File: src/rtl/toy_dmem_arbiter.sv
// toy_dmem_arbiter: two-port arbiter serialising m0/m1 accesses onto a single-port 64x32 memory.
// Define TOY_ARB_FIXED_PRIO_EN for fixed priority (m0 wins every conflict); default is round-robin.
module toy_dmem_arbiter #(
    parameter int AW = 6,
    parameter int DW = 32
) (
    input  logic          clk_i,
    input  logic          reset_n_i,
    input  logic          m0_req_i,
    input  logic          m0_we_i,
    input  logic [AW-1:0] m0_addr_i,
    input  logic [DW-1:0] m0_wdata_i,
    input  logic          m1_req_i,
    input  logic          m1_we_i,
    input  logic [AW-1:0] m1_addr_i,
    input  logic [DW-1:0] m1_wdata_i,
    output logic          m0_gnt_o,
    output logic          m1_gnt_o,
    output logic          m0_rvalid_o,
    output logic          m1_rvalid_o,
    output logic [DW-1:0] m0_rdata_o,
    output logic [DW-1:0] m1_rdata_o,
    output logic          mem_en_o,
    output logic          mem_we_o,
    output logic [AW-1:0] mem_addr_o,
    output logic [DW-1:0] mem_wdata_o,
    input  logic [DW-1:0] mem_rdata_i,
    output logic          busy_o,
    output logic [7:0]    conflict_cnt_o
);
    typedef enum logic [1:0] {IDLE, ACCESS, RESP} state_e;

    state_e        state_q, state_d;
    logic          we_q, we_d, owner_q, owner_d;
    logic [AW-1:0] addr_q, addr_d;
    logic [DW-1:0] wdata_q, wdata_d;
    logic          m0_gnt_q, m0_gnt_d, m1_gnt_q, m1_gnt_d;
    logic          m0_rvalid_q, m0_rvalid_d, m1_rvalid_q, m1_rvalid_d;
    logic [DW-1:0] m0_rdata_q, m0_rdata_d, m1_rdata_q, m1_rdata_d;
    logic [7:0]    cnt_q, cnt_d;
    logic          any_req, both_req, win;

    assign any_req  = m0_req_i | m1_req_i;
    assign both_req = m0_req_i & m1_req_i;

`ifdef TOY_ARB_FIXED_PRIO_EN
    assign win = ~m0_req_i;
`else
    logic last_q, last_d;
    // win = 1 selects m1; on a conflict the requester that did not own the last grant wins
    assign win    = both_req ? ~last_q : m1_req_i;
    assign last_d = (state_q == IDLE && any_req) ? win : last_q;
    always_ff @(posedge clk_i or negedge reset_n_i)
        if (!reset_n_i) last_q <= 1'b1;
        else            last_q <= last_d;
`endif

    always_comb begin
        state_d     = state_q;
        we_d        = we_q;
        addr_d      = addr_q;
        wdata_d     = wdata_q;
        owner_d     = owner_q;
        m0_gnt_d    = 1'b0;
        m1_gnt_d    = 1'b0;
        m0_rvalid_d = 1'b0;
        m1_rvalid_d = 1'b0;
        m0_rdata_d  = m0_rdata_q;
        m1_rdata_d  = m1_rdata_q;
        cnt_d       = cnt_q;
        case (state_q)
            IDLE: begin
                if (any_req) begin
                    we_d     = win ? m1_we_i    : m0_we_i;
                    addr_d   = win ? m1_addr_i  : m0_addr_i;
                    wdata_d  = win ? m1_wdata_i : m0_wdata_i;
                    owner_d  = win;
                    m0_gnt_d = ~win;
                    m1_gnt_d = win;
                    state_d  = ACCESS;
                end
                if (both_req && cnt_q != 8'hFF) cnt_d = cnt_q + 8'd1;
            end
            ACCESS: state_d = we_q ? IDLE : RESP;
            RESP: begin
                m0_rvalid_d = ~owner_q;
                m1_rvalid_d = owner_q;
                m0_rdata_d  = owner_q ? m0_rdata_q : mem_rdata_i;
                m1_rdata_d  = owner_q ? mem_rdata_i : m1_rdata_q;
                state_d     = IDLE;
            end
            default: state_d = IDLE;
        endcase
    end

    always_ff @(posedge clk_i or negedge reset_n_i) begin
        if (!reset_n_i) begin
            state_q     <= IDLE;
            we_q        <= 1'b0;
            addr_q      <= '0;
            wdata_q     <= '0;
            owner_q     <= 1'b0;
            m0_gnt_q    <= 1'b0;
            m1_gnt_q    <= 1'b0;
            m0_rvalid_q <= 1'b0;
            m1_rvalid_q <= 1'b0;
            m0_rdata_q  <= '0;
            m1_rdata_q  <= '0;
            cnt_q       <= '0;
        end else begin
            state_q     <= state_d;
            we_q        <= we_d;
            addr_q      <= addr_d;
            wdata_q     <= wdata_d;
            owner_q     <= owner_d;
            m0_gnt_q    <= m0_gnt_d;
            m1_gnt_q    <= m1_gnt_d;
            m0_rvalid_q <= m0_rvalid_d;
            m1_rvalid_q <= m1_rvalid_d;
            m0_rdata_q  <= m0_rdata_d;
            m1_rdata_q  <= m1_rdata_d;
            cnt_q       <= cnt_d;
        end
    end

    assign mem_en_o       = (state_q == ACCESS);
    assign mem_we_o       = mem_en_o & we_q;
    assign mem_addr_o     = addr_q;
    assign mem_wdata_o    = wdata_q;
    assign busy_o         = (state_q != IDLE);
    assign m0_gnt_o       = m0_gnt_q;
    assign m1_gnt_o       = m1_gnt_q;
    assign m0_rvalid_o    = m0_rvalid_q;
    assign m1_rvalid_o    = m1_rvalid_q;
    assign m0_rdata_o     = m0_rdata_q;
    assign m1_rdata_o     = m1_rdata_q;
    assign conflict_cnt_o = cnt_q;
endmodule

File: config.mk
export PLATFORM = sky130hd
export DESIGN_NAME = toy_dmem_arbiter
export DESIGN_NICKNAME = d
export VERILOG_FILES = /design/src/rtl/toy_dmem_arbiter.sv
export SDC_FILE = /design/constraint.sdc
export NUM_CORES = 1
export LEC_CHECK = 0
export CAP_MARGIN = 20
export CORE_MARGIN = 2
export CORE_UTILIZATION = 45
export DETAILED_ROUTE_END_ITERATION = 8
export PLACE_DENSITY = 0.87
export SLEW_MARGIN = 20
export SYNTH_ARGS = -nofsm -noshare
export SYNTH_HDL_FRONTEND = slang
export SYNTH_SLANG_ARGS = --single-unit
File: constraint.sdc
create_clock -name clk_i -period 2.5 [get_ports clk_i]
set_input_delay 0.625 -clock clk_i [delete_from_list [all_inputs] [get_ports clk_i]]
set_output_delay 0.625 -clock clk_i [all_outputs]
set_load 0.005 [all_outputs]
==> impl_table.tex, run 1 <==
\begin{tabular}{lr}
\hline
Metric & Value \\
\hline
\multicolumn{2}{l}{\textbf{Worst setup path}} \\
\quad Sort of element at the start of the critical path & flop \\
\quad Critical-path cell list & nor2b\_4, and2\_1, clkdlybuf4s50\_1 \\
\quad Slowest cell delay on critical path & between 0.5 and 0.6 ns \\
\quad CP Data Required Time & 1.88 ns \\
\quad Worst Setup Path Type & flop to output port \\
\quad Kind of capture point of the worst setup path & output port \\
\quad Launch point of the critical path & state\_q[0]\$\_DFFE\_PN0P\_ \\
\quad Library cell contributing the largest single delay on the critical path & sky130\_fd\_sc\_hd\_\_clkdlybuf4s50\_1 \\
\quad Worst R2R Start & state\_q[1]\$\_DFFE\_PN0P\_ \\
\quad Critical path data arrival time & 1.77 ns \\
\quad Maximum fanout along the worst path & 5 \\
\multicolumn{2}{l}{\textbf{Finish}} \\
\quad Final Net Count & 681 \\
\quad Area of the multi-input gates & $\sim$0.0019 mm² \\
\quad Register area & about 0.0030 mm² \\
\quad Layout fillers & approximately 660 \\
\quad Antenna diode count & 0 \\
\quad Layout area overhead & 62.7\% \\
\quad Count of placed standard cells in the final layout, fillers left out & 719 \\
\quad Layout cell share with drive strength beyond 1 & 0.276 \\
\multicolumn{2}{l}{\textbf{Placement}} \\
\quad Final HPWL DP & 9550 µm \\
\quad Global placer's final weighted congestion & 0.812 \\
\quad I/O Buffers & 230 \\
\quad Instance count after placement with tap cells included & roughly 690 \\
\multicolumn{2}{l}{\textbf{Synth}} \\
\quad Average footprint of a synthesized cell & 15.3 µm² \\
\quad Part of the Yosys area used for sequential elements & 0.600 \\
\quad Post-Synthesis Net Count & between 400 and 500 \\
\quad Count of distinct cell types in the synthesized netlist & 35 \\
\quad Gate count of the mapped netlist & 324 \\
\quad Number of flops mapped to enable cells by yosys & 0 \\
\quad Asr flop ratio synth & 1.00 \\
\quad Number of warnings issued by yosys & 0 \\
\quad Synthesized cell area & 0.00497 mm² \\
\quad Yosys reg bits & 119 \\
\quad Top FF cell, synth & sky130\_fd\_sc\_hd\_\_dfrtp\_1 \\
\multicolumn{2}{l}{\textbf{Detailed routing}} \\
\quad Detail-routed via count per cell & 5.14 \\
\quad DR WL/cell & 18.5 µm \\
\quad Via Count & 3695 \\
\quad First-pass iteration count of the detailed router & 5 \\
\quad Routed Antenna Nets & 0 \\
\quad Final Routed Wirelength & 13300 µm \\
\quad Iter 0 DRT Violations & 151 \\
\quad Post-detailed-route DRC marker count & 0 \\
\multicolumn{2}{l}{\textbf{STA}} \\
\quad Count of final hold-check violations & 0 \\
\quad Unrepaired setup endpoints after global routing & false \\
\quad Part of the cycle the worst path needs & 0.956 \\
\quad Timing-limited maximum frequency & 418 MHz \\
\quad Setup skew after layout & 0.00643 ns \\
\quad Number of max-slew violations in the final report & 0 \\
\quad Final setup viols & 0 \\
\quad Total Neg Setup Slack & 0 ns \\
\quad Actual slew at the worst max-slew pin & 0.469 ns \\
\quad Headroom to the max-slew limit & 0.687 \\
\quad Final period demand of the worst path & 2.39 ns \\
\multicolumn{2}{l}{\textbf{Global routing}} \\
\quad Via count of the first global-routing pass & 4015 \\
\quad Number of antenna violations at the first check in global routing & 0 \\
\quad Largest net degree at the start of global routing & 58 \\
\quad Global-route congestion overflow total & 0 \\
\quad Aggregate global-route resource usage & 0.229 \\
\quad Global-route wire length before repair & 20400 µm \\
\multicolumn{2}{l}{\textbf{Clock tree}} \\
\quad CTS tree & yes \\
\quad Latest clock arrival within the worst-skew pair & 0.52 ns \\
\quad Clock root cell & sky130\_fd\_sc\_hd\_\_clkbuf\_8 \\
\quad Htree depth & 4 \\
\quad Longest Clk Path Bufs & 2 \\
\quad Clock input transition at the sequential cells of the worst setup and hold paths & about 0.060 ns \\
\quad Total of hold buffers inserted after clock tree synthesis & 0 \\
\quad Cells resized by post-CTS repair & 1 \\
\quad CTS buffer count & 17 \\
\quad Post-CTS Setup Repair Bufs & 0 \\
\quad Clock Sink Count & 119 \\
\multicolumn{2}{l}{\textbf{Power and ir drop}} \\
\quad Leakage power summed over all cells & 3.49 nW \\
\quad Final total power & 0.0101 W \\
\quad Total power density per cell area & 1250 mW/mm² \\
\quad Largest vdd supply drop & between 0.6 and 0.7 mV \\
\multicolumn{2}{l}{\textbf{Run status}} \\
\quad Status & finished clean \\
\multicolumn{2}{l}{\textbf{Die}} \\
\quad DIE WIDTH & 109 µm \\
\quad Placeable core region & 0.0108 mm² \\
\quad Initial Util & 0.460 \\
\quad Die outline area & around 0.012 mm² \\
\quad Top-Level Pins & roughly 230 \\
\quad Cell Rows & 38 \\
\quad Height of the die & approximately 110 µm \\
\multicolumn{2}{l}{\textbf{Flow run}} \\
\quad Number of max-cap violations & 0 \\
\multicolumn{2}{l}{\textbf{Hold path}} \\
\quad Hold Path Class & input port to async pin \\
\hline
\end{tabular}
==> logic make-up (layout without fill, tap and decap cells) <==
| kind of cell | count (synthesis) | after routing | share of synthesized area |
|---|---|---|---|
| buffers and inverters | 24 | 279 | 0.0259 |
| AOI/OAI and AO/OA | 30 | 30 | 0.0544 |
| and+or+nand+nor | 39 | 39 | 0.0522 |
| DFF | 119 | 119 | 0.600 |
| muxes | 108 | 108 | 0.260 |
| xor gates and xnor gates | 3 | 3 | 0.00529 |
| adders and majority gates | 1 | 1 | 0.00252 |
==> layer usage <==
| layer | share of wire | GRT usage |
|---|---|---|
| met5 | 0 | 0 |
| met4 | 0.023 | 0.0934 |
| met3 | 0.074 | 0.0705 |
| met2 | 0.51 | 0.402 |
| met1 | 0.39 | 0.259 |
==> power by group <==
part / switching [W] / internal (W) / total (W)
Clock: 0.000863 / 0.00157 / 0.00243
Combinational: 0.00135 / 0.00282 / 0.00417
Sequential: 0.000589 / 0.00289 / 0.00348
==> cells in the mapped netlist (2+ instances only) <==
cell                       instances  area (µm²)
sky130_fd_sc_hd__o21ai_0           2        10.0
sky130_fd_sc_hd__mux2_2           84         946
sky130_fd_sc_hd__xnor2_1           3        26.3
sky130_fd_sc_hd__and3_1           21         131
sky130_fd_sc_hd__buf_4             4        30.0
sky130_fd_sc_hd__mux2_1            3        33.8
sky130_fd_sc_hd__a21o_1            2        15.0
sky130_fd_sc_hd__buf_6             2        22.5
sky130_fd_sc_hd__nor2b_1           2        12.5
sky130_fd_sc_hd__a221o_1          19         190
sky130_fd_sc_hd__mux2_4           20         300
sky130_fd_sc_hd__buf_2             7        35.0
sky130_fd_sc_hd__dfrtp_1         118        2950
sky130_fd_sc_hd__inv_1             4        15.0
sky130_fd_sc_hd__and2_1            2        12.5
sky130_fd_sc_hd__nor2_1            2        7.51
sky130_fd_sc_hd__clkbuf_1          6        22.5
sky130_fd_sc_hd__o21ai_2           2        17.5
sky130_fd_sc_hd__nand4_1           5        31.3
==> layout make-up <==
class	instances	area share
flip-flops and latches	119	0.369
inverters	5	0.00232
clock inverters	12	0.0187
well taps	140	0.0217
clock buffers	20	0.0551
repair buffers	242	0.300
multi-input cells	181	0.232
==> worst paths after layout <==
kind / endpoint / slack (ns) / cells after the start
min reg2reg: state_q[1]$_DFFE_PN0P_ / 0.45 / 1
max in group asynchronous: last_q$_DFFE_PN1P_ / 1.81 / 2
max reg2reg: mem_wdata_o[2]$_DFFE_PN0P_ / 0.73 / 5
min: m0_rdata_o[0]$_DFFE_PN0P_ / 0.03 / 1
max: mem_we_o / 0.11 / 3
min in group clk_i: state_q[1]$_DFFE_PN0P_ / 0.45 / 1
==> critical path, delay by kind of cell (launching register included) <==
kind	cells	cell delay, ns
and+or+nand+nor	2	0.30
DFF	1	0.42
buffers and inverters	1	0.53
==> state kept, by name, summed over array words and instances (netlist names) <==
signal	count
conflict_cnt_o	8
last_q	1
m0_gnt_o	1
m0_rdata_o	32
m0_rvalid_o	1
m1_gnt_o	1
m1_rdata_o	32
m1_rvalid_o	1
mem_addr_o	6
mem_wdata_o	32
owner_q	1
state_q	2
we_q	1
==> cell usage in the layout (no fill, tap or decap), types with 2 or more instances in the layout <==
cell                                n
sky130_fd_sc_hd__and2_1             2
sky130_fd_sc_hd__clkdlybuf4s50_1  229
sky130_fd_sc_hd__bufinv_16          3
sky130_fd_sc_hd__a221o_1           19
sky130_fd_sc_hd__and3_1            21
sky130_fd_sc_hd__inv_1              4
sky130_fd_sc_hd__clkinvlp_4         2
sky130_fd_sc_hd__clkinv_2           4
sky130_fd_sc_hd__mux2_2            84
sky130_fd_sc_hd__o21ai_2            2
sky130_fd_sc_hd__dfrtp_1          116
sky130_fd_sc_hd__buf_12             3
sky130_fd_sc_hd__nor2_1             2
sky130_fd_sc_hd__clkinv_4           3
sky130_fd_sc_hd__xnor2_1            3
sky130_fd_sc_hd__a21o_1             2
sky130_fd_sc_hd__dfrtp_2            2
sky130_fd_sc_hd__mux2_4            20
sky130_fd_sc_hd__mux2_1             3
sky130_fd_sc_hd__o21ai_0            2
sky130_fd_sc_hd__nand4_1            5
sky130_fd_sc_hd__buf_4             10
sky130_fd_sc_hd__clkbuf_16         16
sky130_fd_sc_hd__clkbuf_8           3
==> metrics by stage <==
step / area [µm²] / utilization / setup WS [ns] / hold WS [ns]
detailed placement: 7470 / 0.692 / 0.119 / 0.455
floorplan: 4970 / - / 0.773 / 0.329
finish: 8080 / 0.748 / 0.110 / 0.0257
global route: 8080 / 0.748 / 0.00388 / 0.0338
CTS: 8070 / 0.748 / 0.0108 / 0.0181
global placement: 7470 / 0.692 / 0.160 / 0.441
(Power assumes the default switching activity.)
==> run 2, diff against run 1 <==
- PLACE_DENSITY: 0.87 -> 0.89
==> run 2 against run 1 <==
  * Fmax increased by 0.51%
  * Highest routed layer unchanged
  * Count of clock-buffer cells in the layout down 1
  * Critical path type unchanged
  * Clock skew up 0.0050 ns
==> impl_table.tex, run 2 (synthesized netlist as in run 1, its figures left out) <==
\begin{tabular}{lr}
\hline
Metric & Value \\
\hline
\multicolumn{2}{l}{\textbf{Run status}} \\
\quad Status & finished clean (unchanged) \\
\multicolumn{2}{l}{\textbf{Global routing}} \\
\quad Number of antenna violations at the first check in global routing & 0 (unchanged) \\
\quad GR peak layer & met2 (unchanged) \\
\quad Met2 Resource Use GR & 0.404 (was 0.402) \\
\quad GR Layer Usage met1 & 0.247 (was 0.259) \\
\quad Largest net degree at the start of global routing & 44 (was 58) \\
\quad Global-route wire length before repair & 20200 µm (was 20400 µm) \\
\quad Via count of the first global-routing pass & 3992 (was 4015) \\
\quad Aggregate global-route resource usage & 0.225 (was 0.229) \\
\quad Global-route congestion overflow total & 0 (unchanged) \\
\quad Met3 Resource Use GR & 0.0783 (was 0.0705) \\
\multicolumn{2}{l}{\textbf{Finish}} \\
\quad Layout area overhead & 62.6\% (was 62.7\%) \\
\quad Layout cell share with drive strength beyond 1 & 0.275 (was 0.276) \\
\quad Most common cell after layout, fill and taps aside & sky130\_fd\_sc\_hd\_\_clkdlybuf4s50\_1 (unchanged) \\
\quad Antenna diode count & 0 (unchanged) \\
\quad Commonest non-fill, non-tap cells in the layout & 229 x sky130\_fd\_sc\_hd\_\_clkdlybuf4s50\_1, 117 x sky130\_fd\_sc\_hd\_\_dfrtp\_1, 84 x sky130\_fd\_sc\_hd\_\_mux2\_2 (was 229 x sky130\_fd\_sc\_hd\_\_clkdlybuf4s50\_1, 116 x sky130\_fd\_sc\_hd\_\_dfrtp\_1, 84 x sky130\_fd\_sc\_hd\_\_mux2\_2) \\
\quad Post-route cell area & 0.00807 mm² (was 0.00808 mm²) \\
\quad Final Net Count & 681 (unchanged) \\
\multicolumn{2}{l}{\textbf{Placement}} \\
\quad I/O Buffers & 230 (unchanged) \\
\quad Global placer's final weighted congestion & 0.787 (was 0.812) \\
\quad Worst slack after detailed placement & 0.169 ns (was 0.119 ns) \\
\quad Placed cell areas & 0.00747 mm² (unchanged) \\
\quad Final HPWL DP & 9620 µm (was 9550 µm) \\
\multicolumn{2}{l}{\textbf{Detailed routing}} \\
\quad Detail-routed via count per cell & 5.18 (was 5.14) \\
\quad DR WL/cell & 18.3 µm (was 18.5 µm) \\
\quad Via Count & 3717 (was 3695) \\
\quad Routed Antenna Nets & 0 (unchanged) \\
\quad Iter 0 DRT Violations & 113 (was 151) \\
\quad Post-detailed-route DRC marker count & 0 (unchanged) \\
\quad Final Routed Wirelength & 13100 µm (was 13300 µm) \\
\quad First-pass iteration count of the detailed router & 4 (was 5) \\
\multicolumn{2}{l}{\textbf{Die}} \\
\quad DIE WIDTH & 109 µm (unchanged) \\
\quad Height of the die & 109 µm (unchanged) \\
\quad Die outline area & 0.0119 mm² (unchanged) \\
\quad Top-Level Pins & 231 (unchanged) \\
\quad Placeable core region & 0.0108 mm² (unchanged) \\
\quad Cell Rows & 38 (unchanged) \\
\quad Initial Util & 0.460 (unchanged) \\
\multicolumn{2}{l}{\textbf{Flow run}} \\
\quad Number of max-cap violations & 0 (unchanged) \\
\multicolumn{2}{l}{\textbf{Clock tree}} \\
\quad Htree depth & 4 (unchanged) \\
\quad Post-CTS Setup Repair Bufs & 0 (unchanged) \\
\quad CTS buffer count & 17 (unchanged) \\
\quad CTS tree & yes (unchanged) \\
\quad Clock Sink Count & 119 (unchanged) \\
\quad Clock input transition at the sequential cells of the worst setup and hold paths & 0.06 ns (about the same) \\
\quad Clock root cell & sky130\_fd\_sc\_hd\_\_clkbuf\_8 (unchanged) \\
\quad Latest clock arrival within the worst-skew pair & 0.50 ns (was 0.52 ns) \\
\quad Longest Clk Path Bufs & 2 (unchanged) \\
\quad Total of hold buffers inserted after clock tree synthesis & 0 (unchanged) \\
\multicolumn{2}{l}{\textbf{STA}} \\
\quad Timing-limited maximum frequency & 420 MHz (was 418 MHz) \\
\quad Headroom to the max-slew limit & 0.622 (was 0.687) \\
\quad Final period demand of the worst path & 2.38 ns (was 2.39 ns) \\
\quad Setup skew after layout & 0.0115 ns (was 0.00643 ns) \\
\quad Actual slew at the worst max-slew pin & 0.567 ns (was 0.469 ns) \\
\quad Number of max-slew violations in the final report & 0 (unchanged) \\
\quad Worst hold slack across all endpoints & 0.123 ns (was 0.0257 ns) \\
\quad Final setup viols & 0 (unchanged) \\
\quad Setup slack of the critical path after layout & 0.122 ns (was 0.110 ns) \\
\quad Part of the cycle the worst path needs & 0.951 (was 0.956) \\
\quad Total Neg Setup Slack & 0 ns (unchanged) \\
\quad Unrepaired setup endpoints after global routing & false (unchanged) \\
\quad Count of final hold-check violations & 0 (unchanged) \\
\multicolumn{2}{l}{\textbf{Hold path}} \\
\quad Hold Path Class & input port to async pin (unchanged) \\
\multicolumn{2}{l}{\textbf{Worst setup path}} \\
\quad Critical path data arrival time & 1.75 ns (was 1.77 ns) \\
\quad CP Data Required Time & 1.88 ns (about the same) \\
\quad R2R Setup Slk & 0.67 ns (was 0.73 ns) \\
\quad Kind of capture point of the worst setup path & output port (unchanged) \\
\quad Sort of element at the start of the critical path & flop (unchanged) \\
\quad Maximum fanout along the worst path & 5 (unchanged) \\
\quad Worst Setup Path Type & flop to output port (unchanged) \\
\quad Worst R2R Start & state\_q[1]\$\_DFFE\_PN0P\_ (unchanged) \\
\quad Launch point of the critical path & state\_q[1]\$\_DFFE\_PN0P\_ (was state\_q[0]\$\_DFFE\_PN0P\_) \\
\multicolumn{2}{l}{\textbf{Power and ir drop}} \\
\quad Leakage power summed over all cells & 3.49 nW (about the same) \\
\quad Largest vdd supply drop & 0.571 mV (was 0.633 mV) \\
\quad Total power density per cell area & 1250 mW/mm² (about the same) \\
\hline
\end{tabular}
==> run 2: cell types whose count changed in the layout (fill, tap and decap cells not counted) <==
| cell | delta |
|---|---|
| sky130_fd_sc_hd__dfrtp_1 | +1 |
| sky130_fd_sc_hd__inv_6 | +1 |
| sky130_fd_sc_hd__clkbuf_1 | -1 |
| sky130_fd_sc_hd__clkinv_4 | -1 |
| sky130_fd_sc_hd__dfrtp_2 | -1 |
==> run 2: metal layers <==
metal	part of all wire	routed length, µm
met5	0	0
met4	0.0098	129
met3	0.072	940
met2	0.54	7060
met1	0.38	5000
==> run 2: report_power, final <==
group          internal (W)  total, W  switching, W
Sequential          0.00289   0.00348      0.000592
Clock               0.00156   0.00239      0.000832
Combinational       0.00283   0.00417       0.00135
Total               0.00728    0.0101       0.00277
==> run 2: final timing paths <==
path                       cells after the start                          end
setup / recovery                               3                     mem_we_o
hold / removal                                 1    m0_rdata_o[4]$_DFFE_PN0P_
setup reg to reg                               5             we_q$_DFFE_PN0P_
hold reg to reg                                1       state_q[1]$_DFFE_PN0P_
max in group asynchronous                      2  mem_wdata_o[22]$_DFFE_PN0P_
min in group clk_i                             1       state_q[1]$_DFFE_PN0P_
==> run 2: critical path, cell delays in order, from the launching register on <==
cell and delay, ns:
sky130_fd_sc_hd__dfrtp_1 0.46, sky130_fd_sc_hd__nor2b_4 0.15, sky130_fd_sc_hd__and2_1 0.13, sky130_fd_sc_hd__clkdlybuf4s50_1 0.52
==> run 2: through the flow <==
stage | instances | power (W) | util
after floorplan | 324 | 0.00511 | -
after detailed placement | 687 | 0.00769 | 0.692
final | 718 | 0.0101 | 0.748
after global placement | 687 | 0.00751 | 0.692
after global routing | 718 | 0.0106 | 0.748
after CTS | 718 | 0.0101 | 0.747
==> run 2: timing repair <==
action | in CTS | in global routing
gates cloned | 0 | 0
resized for setup | 1 | 2
endpoints found under the setup margin | 1 | 1
==> run 2: area by class of cell <==
cell class | instances | area, µm²
Clock buffer | 19 | 442
Clock inverter | 12 | 151
Fill cell | 694 | 2720
Inverter | 5 | 18.8
Multi-Input combinational cell | 181 | 1880
Sequential cell | 119 | 2980
Tap cell | 140 | 175
Timing Repair Buffer | 242 | 2430
